File: src/rtl/pc_gen_if.sv
// Fetch-stage PC generator bundle: pipeline control and targets in, fetch PC and status out.
// When PC_ALIGN_CHECK_EN is defined the bundle also carries the adel_f fault pulse.
interface pc_gen_if #(
    parameter int WIDTH     = 32,
    parameter int CNT_WIDTH = 32
);
    logic                 stall;
    logic [2:0]           pc_sel;
    logic [31:0]          ir_d;
    logic [WIDTH-1:0]     pc4_d;
    logic [WIDTH-1:0]     rs_d;
    logic                 exc_req;
    logic                 eret_req;
    logic [WIDTH-1:0]     epc;
    logic [WIDTH-1:0]     pc_f;
    logic [WIDTH-1:0]     pc4_f;
    logic                 redir_pend;
    logic [CNT_WIDTH-1:0] redir_cnt;
`ifdef PC_ALIGN_CHECK_EN
    logic                 adel_f;
`endif

    modport master (
        output stall, pc_sel, ir_d, pc4_d, rs_d, exc_req, eret_req, epc,
        input  pc_f, pc4_f, redir_pend, redir_cnt
`ifdef PC_ALIGN_CHECK_EN
        , input adel_f
`endif
    );

    modport slave (
        input  stall, pc_sel, ir_d, pc4_d, rs_d, exc_req, eret_req, epc,
        output pc_f, pc4_f, redir_pend, redir_cnt
`ifdef PC_ALIGN_CHECK_EN
        , output adel_f
`endif
    );
endinterface

File: src/rtl/pc_gen.sv
// Fetch-stage program counter: next-PC selection, stall hold with one buffered redirect,
// saturating redirect counter. PC_ALIGN_CHECK_EN turns misaligned redirects into an adel_f fault.
module pc_gen #(
    parameter int          WIDTH        = 32,
    parameter logic [31:0] RESET_VECTOR = 32'h0000_3000,
    parameter logic [31:0] EXC_VECTOR   = 32'h0000_4180,
    parameter int          CNT_WIDTH    = 32
) (
    input  logic     clk,
    input  logic     reset,
    pc_gen_if.slave  bus
);
    typedef enum logic {RUN, HOLD} state_t;

    localparam logic [WIDTH-1:0] RESET_PC = WIDTH'(RESET_VECTOR);
    localparam logic [WIDTH-1:0] EXC_PC   = WIDTH'(EXC_VECTOR);

    state_t               state_q, state_d;
    logic [WIDTH-1:0]     pc_f_q, pc_f_d;
    logic [WIDTH-1:0]     pend_tgt_q, pend_tgt_d;
    logic [CNT_WIDTH-1:0] redir_cnt_q, redir_cnt_d;
    logic                 adel_f_q, adel_f_d;

    logic [WIDTH-1:0] pc_d;
    logic [WIDTH-1:0] brt, jt, tgt, app_tgt;
    logic             is_redir, apply;
    logic             unused_bits;

    assign pc_d = bus.pc4_d - WIDTH'(4);
    assign brt  = bus.pc4_d + {{(WIDTH-18){bus.ir_d[15]}}, bus.ir_d[15:0], 2'b00};
    assign jt   = {pc_d[WIDTH-1:28], bus.ir_d[25:0], 2'b00};
    assign unused_bits = ^{bus.ir_d[31:26], pc_d[27:0]};

    always_comb begin
        tgt      = brt;
        is_redir = 1'b1;
        case (bus.pc_sel)
            3'd1:    tgt = brt;
            3'd2:    tgt = jt;
            3'd3:    tgt = bus.rs_d;
            default: is_redir = 1'b0;
        endcase
    end

    // Exceptions and erets override stall and discard any buffered redirect.
    always_comb begin
        state_d     = state_q;
        pc_f_d      = pc_f_q;
        pend_tgt_d  = pend_tgt_q;
        redir_cnt_d = redir_cnt_q;
        adel_f_d    = 1'b0;
        apply       = 1'b0;
        app_tgt     = (state_q == HOLD) ? pend_tgt_q : tgt;

        if (bus.exc_req) begin
            pc_f_d  = EXC_PC;
            state_d = RUN;
        end else if (bus.eret_req) begin
            pc_f_d  = bus.epc;
            state_d = RUN;
        end else if (bus.stall) begin
            if (state_q == RUN && is_redir) begin
                pend_tgt_d = tgt;
                state_d    = HOLD;
            end
        end else if (state_q == HOLD) begin
            apply   = 1'b1;
            state_d = RUN;
        end else if (is_redir) begin
            apply = 1'b1;
        end else begin
            pc_f_d = pc_f_q + WIDTH'(4);
        end

        if (apply) begin
`ifdef PC_ALIGN_CHECK_EN
            if (app_tgt[1:0] != 2'b00) begin
                pc_f_d   = EXC_PC;
                adel_f_d = 1'b1;
            end else begin
                pc_f_d = app_tgt;
                if (redir_cnt_q != '1) redir_cnt_d = redir_cnt_q + CNT_WIDTH'(1);
            end
`else
            pc_f_d = {app_tgt[WIDTH-1:2], 2'b00};
            if (redir_cnt_q != '1) redir_cnt_d = redir_cnt_q + CNT_WIDTH'(1);
`endif
        end
    end

    always_ff @(posedge clk) begin
        if (reset) begin
            state_q     <= RUN;
            pc_f_q      <= RESET_PC;
            pend_tgt_q  <= '0;
            redir_cnt_q <= '0;
            adel_f_q    <= 1'b0;
        end else begin
            state_q     <= state_d;
            pc_f_q      <= pc_f_d;
            pend_tgt_q  <= pend_tgt_d;
            redir_cnt_q <= redir_cnt_d;
            adel_f_q    <= adel_f_d;
        end
    end

    assign bus.pc_f       = pc_f_q;
    assign bus.pc4_f      = pc_f_q + WIDTH'(4);
    assign bus.redir_pend = (state_q == HOLD);
    assign bus.redir_cnt  = redir_cnt_q;
`ifdef PC_ALIGN_CHECK_EN
    assign bus.adel_f     = adel_f_q;
`else
    logic unused_adel;
    assign unused_adel = adel_f_q ^ unused_bits;
`endif
`ifdef PC_ALIGN_CHECK_EN
    logic unused_chk;
    assign unused_chk = unused_bits;
`endif
endmodule

File: src/flat_wrapper.sv
// flat-port wrapper written by rule: the top's interface ports become plain ports
module pc_gen_flat 
#(
    parameter int          WIDTH        = 32,
    parameter logic [31:0] RESET_VECTOR = 32'h0000_3000,
    parameter logic [31:0] EXC_VECTOR   = 32'h0000_4180,
    parameter int          CNT_WIDTH    = 32
)
  (clk, reset, bus_stall, bus_pc_sel, bus_ir_d, bus_pc4_d, bus_rs_d, bus_exc_req, bus_eret_req, bus_epc, bus_pc_f, bus_pc4_f, bus_redir_pend, bus_redir_cnt);
  pc_gen_if #(.WIDTH(WIDTH), .CNT_WIDTH(CNT_WIDTH)) bus_i ();
  input  logic clk;
  input  logic reset;
  input wire logic [$bits(bus_i.stall)-1:0] bus_stall;
  input wire logic [$bits(bus_i.pc_sel)-1:0] bus_pc_sel;
  input wire logic [$bits(bus_i.ir_d)-1:0] bus_ir_d;
  input wire logic [$bits(bus_i.pc4_d)-1:0] bus_pc4_d;
  input wire logic [$bits(bus_i.rs_d)-1:0] bus_rs_d;
  input wire logic [$bits(bus_i.exc_req)-1:0] bus_exc_req;
  input wire logic [$bits(bus_i.eret_req)-1:0] bus_eret_req;
  input wire logic [$bits(bus_i.epc)-1:0] bus_epc;
  output wire logic [$bits(bus_i.pc_f)-1:0] bus_pc_f;
  output wire logic [$bits(bus_i.pc4_f)-1:0] bus_pc4_f;
  output wire logic [$bits(bus_i.redir_pend)-1:0] bus_redir_pend;
  output wire logic [$bits(bus_i.redir_cnt)-1:0] bus_redir_cnt;
  assign bus_i.stall = bus_stall;
  assign bus_i.pc_sel = bus_pc_sel;
  assign bus_i.ir_d = bus_ir_d;
  assign bus_i.pc4_d = bus_pc4_d;
  assign bus_i.rs_d = bus_rs_d;
  assign bus_i.exc_req = bus_exc_req;
  assign bus_i.eret_req = bus_eret_req;
  assign bus_i.epc = bus_epc;
  assign bus_pc_f = bus_i.pc_f;
  assign bus_pc4_f = bus_i.pc4_f;
  assign bus_redir_pend = bus_i.redir_pend;
  assign bus_redir_cnt = bus_i.redir_cnt;
  pc_gen #(.WIDTH(WIDTH), .RESET_VECTOR(RESET_VECTOR), .EXC_VECTOR(EXC_VECTOR), .CNT_WIDTH(CNT_WIDTH)) u_core (.clk(clk), .reset(reset), .bus(bus_i));
endmodule
File: config.mk
export PLATFORM = sky130hd
export DESIGN_NAME = pc_gen_flat
export DESIGN_NICKNAME = d
export VERILOG_FILES = /design/src/rtl/pc_gen_if.sv /design/src/rtl/pc_gen.sv /design/src/flat_wrapper.sv
export SDC_FILE = /design/constraint.sdc
export NUM_CORES = 1
export LEC_CHECK = 0
export ABC_AREA = 1
export BUFFER_PORTS_ARGS = -buffer_cell sky130_fd_sc_hd__clkbuf_2
export CORE_ASPECT_RATIO = 0.75
export CORE_MARGIN = 2
export CORE_UTILIZATION = 40
export DETAILED_ROUTE_END_ITERATION = 12
export GPL_TIMING_DRIVEN = 1
export PLACE_DENSITY_LB_ADDON = 0.05
export SLEW_MARGIN = 20
export SYNTH_ARGS = -nofsm -noshare
export SYNTH_HDL_FRONTEND = slang
export SYNTH_SLANG_ARGS = --single-unit
File: constraint.sdc
create_clock -name clk -period 1.75 [get_ports clk]
set_input_delay 0.2625 -clock clk [delete_from_list [all_inputs] [get_ports clk]]
set_output_delay 0.2625 -clock clk [all_outputs]
set_load 0.05 [all_outputs]
# After elaboration in Yosys (flattened, before gate mapping)
# Index checks and enable logic that the tools add are counted.
# classes
n_addsub,4
eq_ne,10
mux,14
n_bitwise,4
reduce_logical,8
# ops
cell,n
32-bit two-way mux,7
32-bit one-hot mux with 2 select lines,1
"32-bit by 1-bit adder with 32-bit output, second input constant",1
"32-bit by 3-bit adder with 32-bit output, second input constant",1
32-bit adder,1
"32-bit inequality test, second input constant",1
"32-bit by 3-bit subtractor with 32-bit output, second input constant",1
"4-bit inequality test, second input constant",2
"3-bit by 2-bit equality test with 1-bit output, second input constant",2
1-bit two-way mux,6
3-bit AND reduction,2
3-bit OR reduction,2
"2-bit inequality test, second input constant",2
"4-bit by 1-bit inequality test with 1-bit output, second input constant",1
1-bit inverter,4
4-bit AND reduction,1
4-bit OR reduction,1
"3-bit by 1-bit equality test with 1-bit output, second input constant",1
"2-bit by 1-bit inequality test with 1-bit output, second input constant",1
2-bit AND reduction,1
1-bit logical AND,1
# word_totals
ff_bits,97
inputBits,136
out_inout_bits,97
wordCells,45

# Depth between registers and ports, before layout
# Gate-level depths: netlist of run 1.
# logic_depth
ltp_word,10
depth_mapped,15
ltp_nobuf,15

# Worst setup path after synthesis of run 1
# OpenSTA, ideal clock, no wires.
# synth_path
kind,register to register
start,"register u_core.pc_f_q[2], in the netlist u_core.bus.pc_f[2]"
end,"register u_core.pc_f_q[8], in the netlist u_core.bus.pc_f[8]"
setup_ns,0.070
arrival_time_ns,2.631
required_ns,1.680
slack_ns,-0.951
path_stages_with_launch,9
n_path_buf,0
synth_period_minus_slack_ns,2.701
cell_sequence,dfxtp_1 -> ha_1 -> nand3_1 -> nor3_2 -> xor2_1 -> nand2_1 -> nand2_1 -> a21oi_1 -> a21oi_1
# synth_between
elab_chain_len,7
# synth_lines
item,line_no,rtl
"start, declared",pc_gen.sv:19,"logic [WIDTH-1:0] pc_f_q, pc_f_d;"
"start signal, assigned",pc_gen.sv:100,pc_f_q <= pc_f_d;
32-bit by 3-bit adder with 32-bit output,-,
named net bus_pc4_f[8],flat_wrapper.sv:22,output wire logic [$bits(bus_i.pc4_f)-1:0] bus_pc4_f;
32-bit two-way mux,pc_gen.sv:69,end else if (is_redir) begin
32-bit two-way mux,pc_gen.sv:66,end else if (state_q == HOLD) begin
32-bit two-way mux,pc_gen.sv:61,end else if (bus.stall) begin
32-bit two-way mux,pc_gen.sv:58,end else if (bus.eret_req) begin
32-bit two-way mux,pc_gen.sv:55,if (bus.exc_req) begin
32-bit two-way mux,pc_gen.sv:75,if (apply) begin
# The timed path passes the listed nets, and every way through them passes these cells. The select of a mux whose other input is x is not followed.
# A chain may end at the register's enable or synchronous reset.

# Worst setup path after layout of run 1
# layout_path
start,"register u_core.pc_f_q[2], in the netlist u_core.bus.pc_f[2]"
end,output port bus_pc4_f[15]
# layout_between
elab_chain_len,1
# layout_lines
item,line_no,rtl
32-bit by 3-bit adder with 32-bit output,pc_gen.sv:108,assign bus.pc4_f = pc_f_q + WIDTH'(4);
"end, declared",flat_wrapper.sv:22,
# Every way passes these cells.

==> summary.md, run 1 <==
| Metric | Value |
|---|---|
| Status | `finished, violations left` |
| Failing checks | `negative setup slack` |
| Synth unique cells | `between 40 and 50` |
| Max_cap viols | `0` |
| Fin nets | `2209` |
| Hold EP | `u_core.pend_tgt_q[3]$_SDFFE_PP0P_` |
| Cell area after synthesis | `8855 µm²` |
| Slew headroom | `a little under three quarters` |
| Post-route setup slack | `-0.4466 ns` |
| R2R Path Start | `u_core.bus.pc_f[2]$_SDFFE_PP0P_` |
| Multi-input combinational cell area | `7432 µm²` |
| Top cells by area, synth | `dfxtp_1 (21%), nand2_1 (18%), inv_1 (10%), nor2_1 (8.9%), nand3_1 (6.5%)` |
| Top-area cell type share of the netlist area | `21.48%` |
| RSZ-0062 raised after global routing | `true` |
| 1st-iter DRT viols | `around 950` |
| Period utilization | `125.5%` |
| Synth Net Count | `between 1500 and 2000` |
| #FFs+latches synth | `95` |
| Core ar. | `roughly 22000 µm²` |
| WP data required | `between 1 and 1.5 ns` |
| Async SR Flop Fraction | `0%` |
| Die area | `23360 µm²` |
| Hold_buf cts | `0` |
| Final number of setup-violating endpoints | `37` |
| Register area share after synthesis | `a little over a fifth` |
| Worst-path clk slew | `~0.070 ns` |
| Hold Startpoint | `bus_rs_d[3]` |
| Syn avg cell area | `between 5 and 6 µm²` |
| Antenna cell count | `0` |
| Worst-skew pair later-pin latency | `around 0.34 ns` |
| Starting Density | `40.48%` |
| CTS tree | `done` |
| Sequential Area | `approximately 2000 µm²` |
| Via/cell ratio | `5.183` |
| Setup total negative slack | `-9.029 ns` |
| GRT overflow | `0` |
| Layout overhead on the synthesized area | `68.94%` |
| R2r setup slk | `-0.20 ns` |
| WHS Path Cells | `3` |
| Post-DRT Antenna Nets | `0` |
| CTS H-tree depth | `3` |
| Via count | `~12000` |
| Post-synth top flop | `dfxtp_1` |
| First-pass GRT wire length | `57730 µm` |
| CP cell instances | `buf_6 > nand2_4 > nor2_4 > nand3_4 > nor2_4 > buf_12 > xor2_4 > buf_12` |
| Width of the die | `approximately 180 µm` |
| Simple-Gate Fraction of Synth Area | `approximately two fifths` |
| CP Max Fanout | `5` |
| Largest area contributor in the netlist | `dfxtp_1` |
| Crit path capture type | `output port` |
| Final hold violations | `0` |
| Area post-placement | `~13000 µm²` |
| Syn. warnings | `0` |
| Vias in the first global route | `10880` |
| CP bufs+invs | `3` |
| RR Endpoint | `u_core.bus.pc_f[15]$_SDFFE_PP0P_` |
| Setup Skew | `approximately 0.011 ns` |
| Total wire length | `between 30000 and 40000 µm` |
| Worst IR Drop VDD | `~0.43 mV` |
| Share of cells above drive strength 1 | `between 40 and 50%` |
| Fin Hold WS | `approximately 0.24 ns` |
| Adder-cell area share of the yosys netlist | `4.606%` |
| Final instance area | `about 15000 µm²` |
| Cells after Synth | `~1600` |
| Slowest stage delay, CP | `0.37 ns` |
| Clock tree sinks | `between 90 and 100` |
| Routability cong. | `0.9741` |
| Number of synthesized flops with an enable pin | `0` |
| Per-cell routed wire length | `~17 µm` |
| Min Tclk post-route | `2.197 ns` |
| Largest net degree at the start of global routing | `45` |
| Mux cell area share after synthesis | `0.2261%` |
| Ports | `~230` |
| Drt pass-1 iters | `5` |
| Crit path max-delay cell type | `dfxtp_4` |
| Initial antenna violation count | `0` |
| Family with the most delay on the worst path | `simple AND/OR/NAND/NOR gates` |
| Place WS | `-0.5962 ns` |
| Inserted Clock Buffers | `9` |
| Hold crit path type | `input port to flip-flop` |
| Pins Over Slew Limit | `0` |
| Residual DRC | `0` |
| I/O Buffers | `roughly 220` |
| Worst slew pin tran | `0.4322 ns` |
| Crit Path Category | `flip-flop to output port` |
| Post-synthesis compound-gate area fraction | `about 16%` |
| Largest family of logic cells by synthesized area | `simple AND/OR/NAND/NOR gates` |
| Critical path arrival | `~1.9 ns` |
| Rows | `47` |
| Synth Area in XOR/XNOR | `approximately 3.6%` |
| Die H | `about 130 µm` |
| Fmax | `~460 MHz` |
| Fillers | `slightly below 2000` |
| Pleak | `approximately 7.5 nW` |
| Startpoint Class | `flip-flop` |
| CTS root buf | `clkbuf_16` |
| Dpl hpwl | `around 30000 µm` |
| PwrDens | `501.3 nW/µm²` |
| Worst reg-to-reg path cell count | `12` |
| Final core utilization | `approximately two thirds` |
| Clk buf depth | `2` |
| Total power | `7.498 mW` |
| Fin cells | `about 2300` |
| Placed cell count | `about 2300` |
| Overall routing resource usage | `between 30% and 40%` |
## kinds of logic after synthesis
family                   Yosys count
buffers and inverters            291
flip-flops                        95
AND/OR/NAND/NOR                  849
adder cells (fa/ha/maj)           32
XOR/XNOR                          36
multiplexers                       2
AO/OA/AOI/OAI                    260
## how the worst max path moves through the flow
stage                                               start                          endpoint  slack [ns]  cells after the start
after floorplan           u_core.bus.pc_f[2]$_SDFFE_PP0P_                     bus_pc4_f[26]       -0.23                      8
after global placement                      bus_pc4_d[10]  u_core.bus.pc_f[12]$_SDFFE_PP1P_       -0.65                     10
after detailed placement                    bus_pc4_d[10]  u_core.bus.pc_f[12]$_SDFFE_PP1P_       -0.60                     10
after CTS                 u_core.bus.pc_f[3]$_SDFFE_PP0P_                     bus_pc4_f[11]       -0.41                      8
after global routing      u_core.bus.pc_f[3]$_SDFFE_PP0P_                     bus_pc4_f[18]       -0.51                      9
final                     u_core.bus.pc_f[2]$_SDFFE_PP0P_                     bus_pc4_f[15]       -0.45                      8
## sequential cells by signal, indices dropped and copies added (netlist names), named ones only
signal                 flops
u_core.bus.pc_f           30
u_core.bus.redir_cnt      32
u_core.bus.redir_pend      1
u_core.pend_tgt_q         30
## worst register-to-register path, delay by kind of cell (launching register included)
family | cells | cell delay, ns
and+or+nand+nor | 7 | 0.77
buffers and inverters | 3 | 0.39
AOI/OAI and AO/OA | 1 | 0.12
xor gates and xnor gates | 1 | 0.22
DFF | 1 | 0.37
## placed cells by master, fill, tap and decap left out, drive strengths merged, types with 29 or more instances in the layout
master,instances
nor2,213
buf,314
dfxtp,95
ha,31
clkbuf,214
nand4,29
a21oi,114
xor2,31
inv,234
nand3,116
o21ai,79
nand2,438
nor3,34
## layer usage
metal  share of wire, %  global-route usage, %  wire length, µm  vias up
met3                6.8                  4.167             2656       46
li1                   -                      -                -     5989
met5                  0                      0                0        -
met2                 44                  46.98            17020      458
met4                1.7                  5.601              659        0
met1                 48                  47.47            18580     5636
## what timing repair did
item                                    in CTS  in global routing
buffers inserted                            12                 21
endpoints found under the setup margin      72                105
gates resized for setup                    173                233
pin swaps                                   45                 80
cloned                                       0                  3
## area by class of cell
cell class,instances,share of cell area (%)
multi-input cells,1179,49.68
repair buffers,516,26.12
flip-flops and latches,95,13.64
inverters,240,6.315
well taps,294,2.459
clock buffers,12,1.581
clock inverters,4,0.2007
## report_power, final
part	switching (mW)	internal [mW]	total, mW
Sequential	0.0985	2.22	2.32
Combinational	1.95	1.36	3.31
Clock	0.890	0.974	1.86
## cell usage after synthesis (all sizes together), types with 5 or more instances
| cell type | instances |
|---|---|
| nor4 | 5 |
| dfxtp | 95 |
| inv | 239 |
| a31oi | 8 |
| nand2 | 438 |
| a22oi | 25 |
| xnor2 | 5 |
| nand3 | 116 |
| nor3 | 34 |
| xor2 | 31 |
| nor2 | 213 |
| o21ai | 79 |
| a21oi | 114 |
| ha | 31 |
| buf | 19 |
| clkbuf | 32 |
| o211ai | 26 |
| nand4 | 29 |
Power figures use the tool's default switching activity.
==> run 2, diff against run 1 <==
--- a/config.mk
+++ b/config.mk
@@ -8,7 +8,6 @@
 export ABC_AREA = 1
 export BUFFER_PORTS_ARGS = -buffer_cell sky130_fd_sc_hd__clkbuf_2
 export CORE_ASPECT_RATIO = 0.75
-export CORE_MARGIN = 2
 export CORE_UTILIZATION = 40
 export DETAILED_ROUTE_END_ITERATION = 12
 export GPL_TIMING_DRIVEN = 1
==> summary.md, run 2 (synthesized netlist as in run 1, its figures left out) <==
| Metric | Value |
|---|---|
| Worst slew pin tran | `between 0.5 and 0.6 ns` |
| Family with the most delay on the worst path | `simple AND/OR/NAND/NOR gates` |
| Crit Path Category | `flip-flop to output port` |
| Most frequent cells in the layout | `nand2_1 (352), buf_4 (253), inv_1 (198)` |
| Layout overhead on the synthesized area | `70.84%` |
| Worst-skew pair later-pin latency | `0.35 ns` |
| Worst-path clk slew | `0.07 ns` |
| Antenna cell count | `0` |
| Starting Density | `between 40% and 50%` |
| Routability cong. | `between 0.9 and 1` |
| Initial antenna violation count | `0` |
| Max_cap viols | `0` |
| Critical path origin | `u_core.bus.pc_f[12]$_SDFFE_PP1P_` |
| Via/cell ratio | `5.227` |
| Area post-placement | `~13000 µm²` |
| First-pass GRT wire length | `57330 µm` |
| Residual DRC | `0` |
| Ports | `233` |
| Fin Hold WS | `~0.22 ns` |
| R2r setup slk | `-0.24 ns` |
| Slowest stage delay, CP | `0.45 ns` |
| Drt pass-1 iters | `6` |
| Pleak | `around 7.6 nW` |
| CTS tree | `done` |
| Crit path capture type | `output port` |
| Die area | `between 20000 and 25000 µm²` |
| Clk buf depth | `2` |
| Final number of setup-violating endpoints | `42` |
| RR Endpoint | `u_core.bus.pc_f[17]$_SDFFE_PP0P_` |
| Hold_buf cts | `0` |
| Fin nets | `about 2200` |
| Total wire length | `roughly 39000 µm` |
| Commonest non-fill, non-tap cell in the layout | `nand2_1` |
| Setup Skew | `between 0.01 and 0.015 ns` |
| I/O Buffers | `roughly 220` |
| Place WS | `-0.5822 ns` |
| CP cell instances | `nand2_1 > buf_4 > nor3_1 > nand3_1 > nand2_1 > nand2_2 > clkinvlp_4 > clkbuf_16` |
| Rows | `between 40 and 50` |
| Width of the die | `approximately 170 µm` |
| Placed cell count | `~2300` |
| Final instance area | `approximately 15000 µm²` |
| PwrDens | `just over 500 nW/µm²` |
| 1st-iter DRT viols | `a little under 900` |
| Vias in the first global route | `10790` |
| Crit path to | `bus_pc4_f[19]` |
| Final hold violations | `0` |
| Status | `finished, violations left` |
| Fillers | `around 1800` |
| Worst path most repeated cell | `nand2_1` |
| Inserted Clock Buffers | `9` |
| Share of cells above drive strength 1 | `~45%` |
| Largest register FFs | `32` |
| WP data required | `about 1.5 ns` |
| Hold crit path type | `input port to flip-flop` |
| CP Max Fanout | `3` |
| Fin cells | `between 2000 and 2500` |
| Post-route setup slack | `-0.6304 ns` |
| GRT overflow | `0` |
| Post-DRT Antenna Nets | `0` |
| Failing checks | `negative setup slack` |
| Total power | `approximately 7.7 mW` |
| Core ar. | `roughly 21000 µm²` |
| Period utilization | `136.0%` |
| Fmax | `420.1 MHz` |
| Largest net degree at the start of global routing | `43` |
| Die H | `130.9 µm` |
| Per-cell routed wire length | `about 17 µm` |
| Startpoint Class | `flip-flop` |
| Overall routing resource usage | `approximately a third` |
| CTS H-tree depth | `3` |
| Min Tclk post-route | `approximately 2.4 ns` |
| Dpl hpwl | `approximately 30000 µm` |
| Slew headroom | `65.58%` |
| Worst reg-to-reg path cell count | `9` |
| CTS root buf | `clkbuf_16` |
| Final core utilization | `a little over two thirds` |
| R2R Path Start | `u_core.bus.pc_f[12]$_SDFFE_PP1P_` |
| Crit path depth | `8` |
| Clock tree sinks | `between 90 and 100` |
| Pins Over Slew Limit | `0` |
| Setup total negative slack | `-10.97 ns` |
| Worst IR Drop VDD | `~0.48 mV` |
| Crit path max-delay cell type | `nor3_1` |
| CP bufs+invs | `3` |
| Via count | `~12000` |
| Critical path arrival | `roughly 2.1 ns` |
| RSZ-0062 raised after global routing | `true` |
## run 2: cell count changes in the layout (fill, tap and decap cells not counted), sizes merged
| cell | previous run | this run |
|---|---|---|
| clkbuf | 214 | 204 |
| inv | 234 | 236 |
| clkinvlp | 9 | 7 |
| clkinv | 1 | 3 |
| buf | 314 | 324 |
## run 2: worst min-delay path by stage
stage	start	cells past startpoint	end
finish	bus_epc[1]	3	flip-flop
global route	bus_epc[1]	3	flip-flop
CTS	bus_epc[1]	3	flip-flop
detailed placement	u_core.bus.redir_cnt[6]$_SDFFE_PP0P_	1	u_core.bus.redir_cnt[6]$_SDFFE_PP0P_
global placement	u_core.bus.redir_cnt[6]$_SDFFE_PP0P_	1	u_core.bus.redir_cnt[6]$_SDFFE_PP0P_
floorplan	bus_rs_d[3]	2	u_core.pend_tgt_q[3]$_SDFFE_PP0P_
## run 2: worst min-delay path, stage by stage
cell and delay (ns):
clkbuf_2 0.08, mux2i_1 0.12, nor3_1 0.06
## run 2: area by class of cell
cell class	count	area [µm²]	share of cell area, %
Timing Repair Buffer	518	4008	26.49
Inverter	240	944.7	6.245
Multi-Input combinational cell	1179	7468	49.37
Clock buffer	10	250.2	1.654
Clock inverter	6	45.04	0.2978
Tap cell	288	360.3	2.382
Sequential cell	95	2051	13.56
## run 2: routing by layer
| layer | vias up | routed length, µm | GRT usage (%) |
|---|---|---|---|
| li1 | 5993 | - | - |
| met1 | 5636 | 18150 | 45.85 |
| met2 | 530 | 17480 | 50.49 |
| met3 | 52 | 3227 | 6.250 |
| met4 | 0 | 603 | 6.347 |
| met5 | - | 0 | 0 |
## run 2: timing repair
item,CTS,global route
cloned,0,1
setup buffers,13,32
pin swaps,50,95
setup endpoints to repair,67,106
gates resized for setup,159,284
## run 2: power by group
part / switching, mW / internal (mW)
combinational: 1.99 / 1.41
sequential: 0.103 / 2.22
clock: 0.951 / 1.07
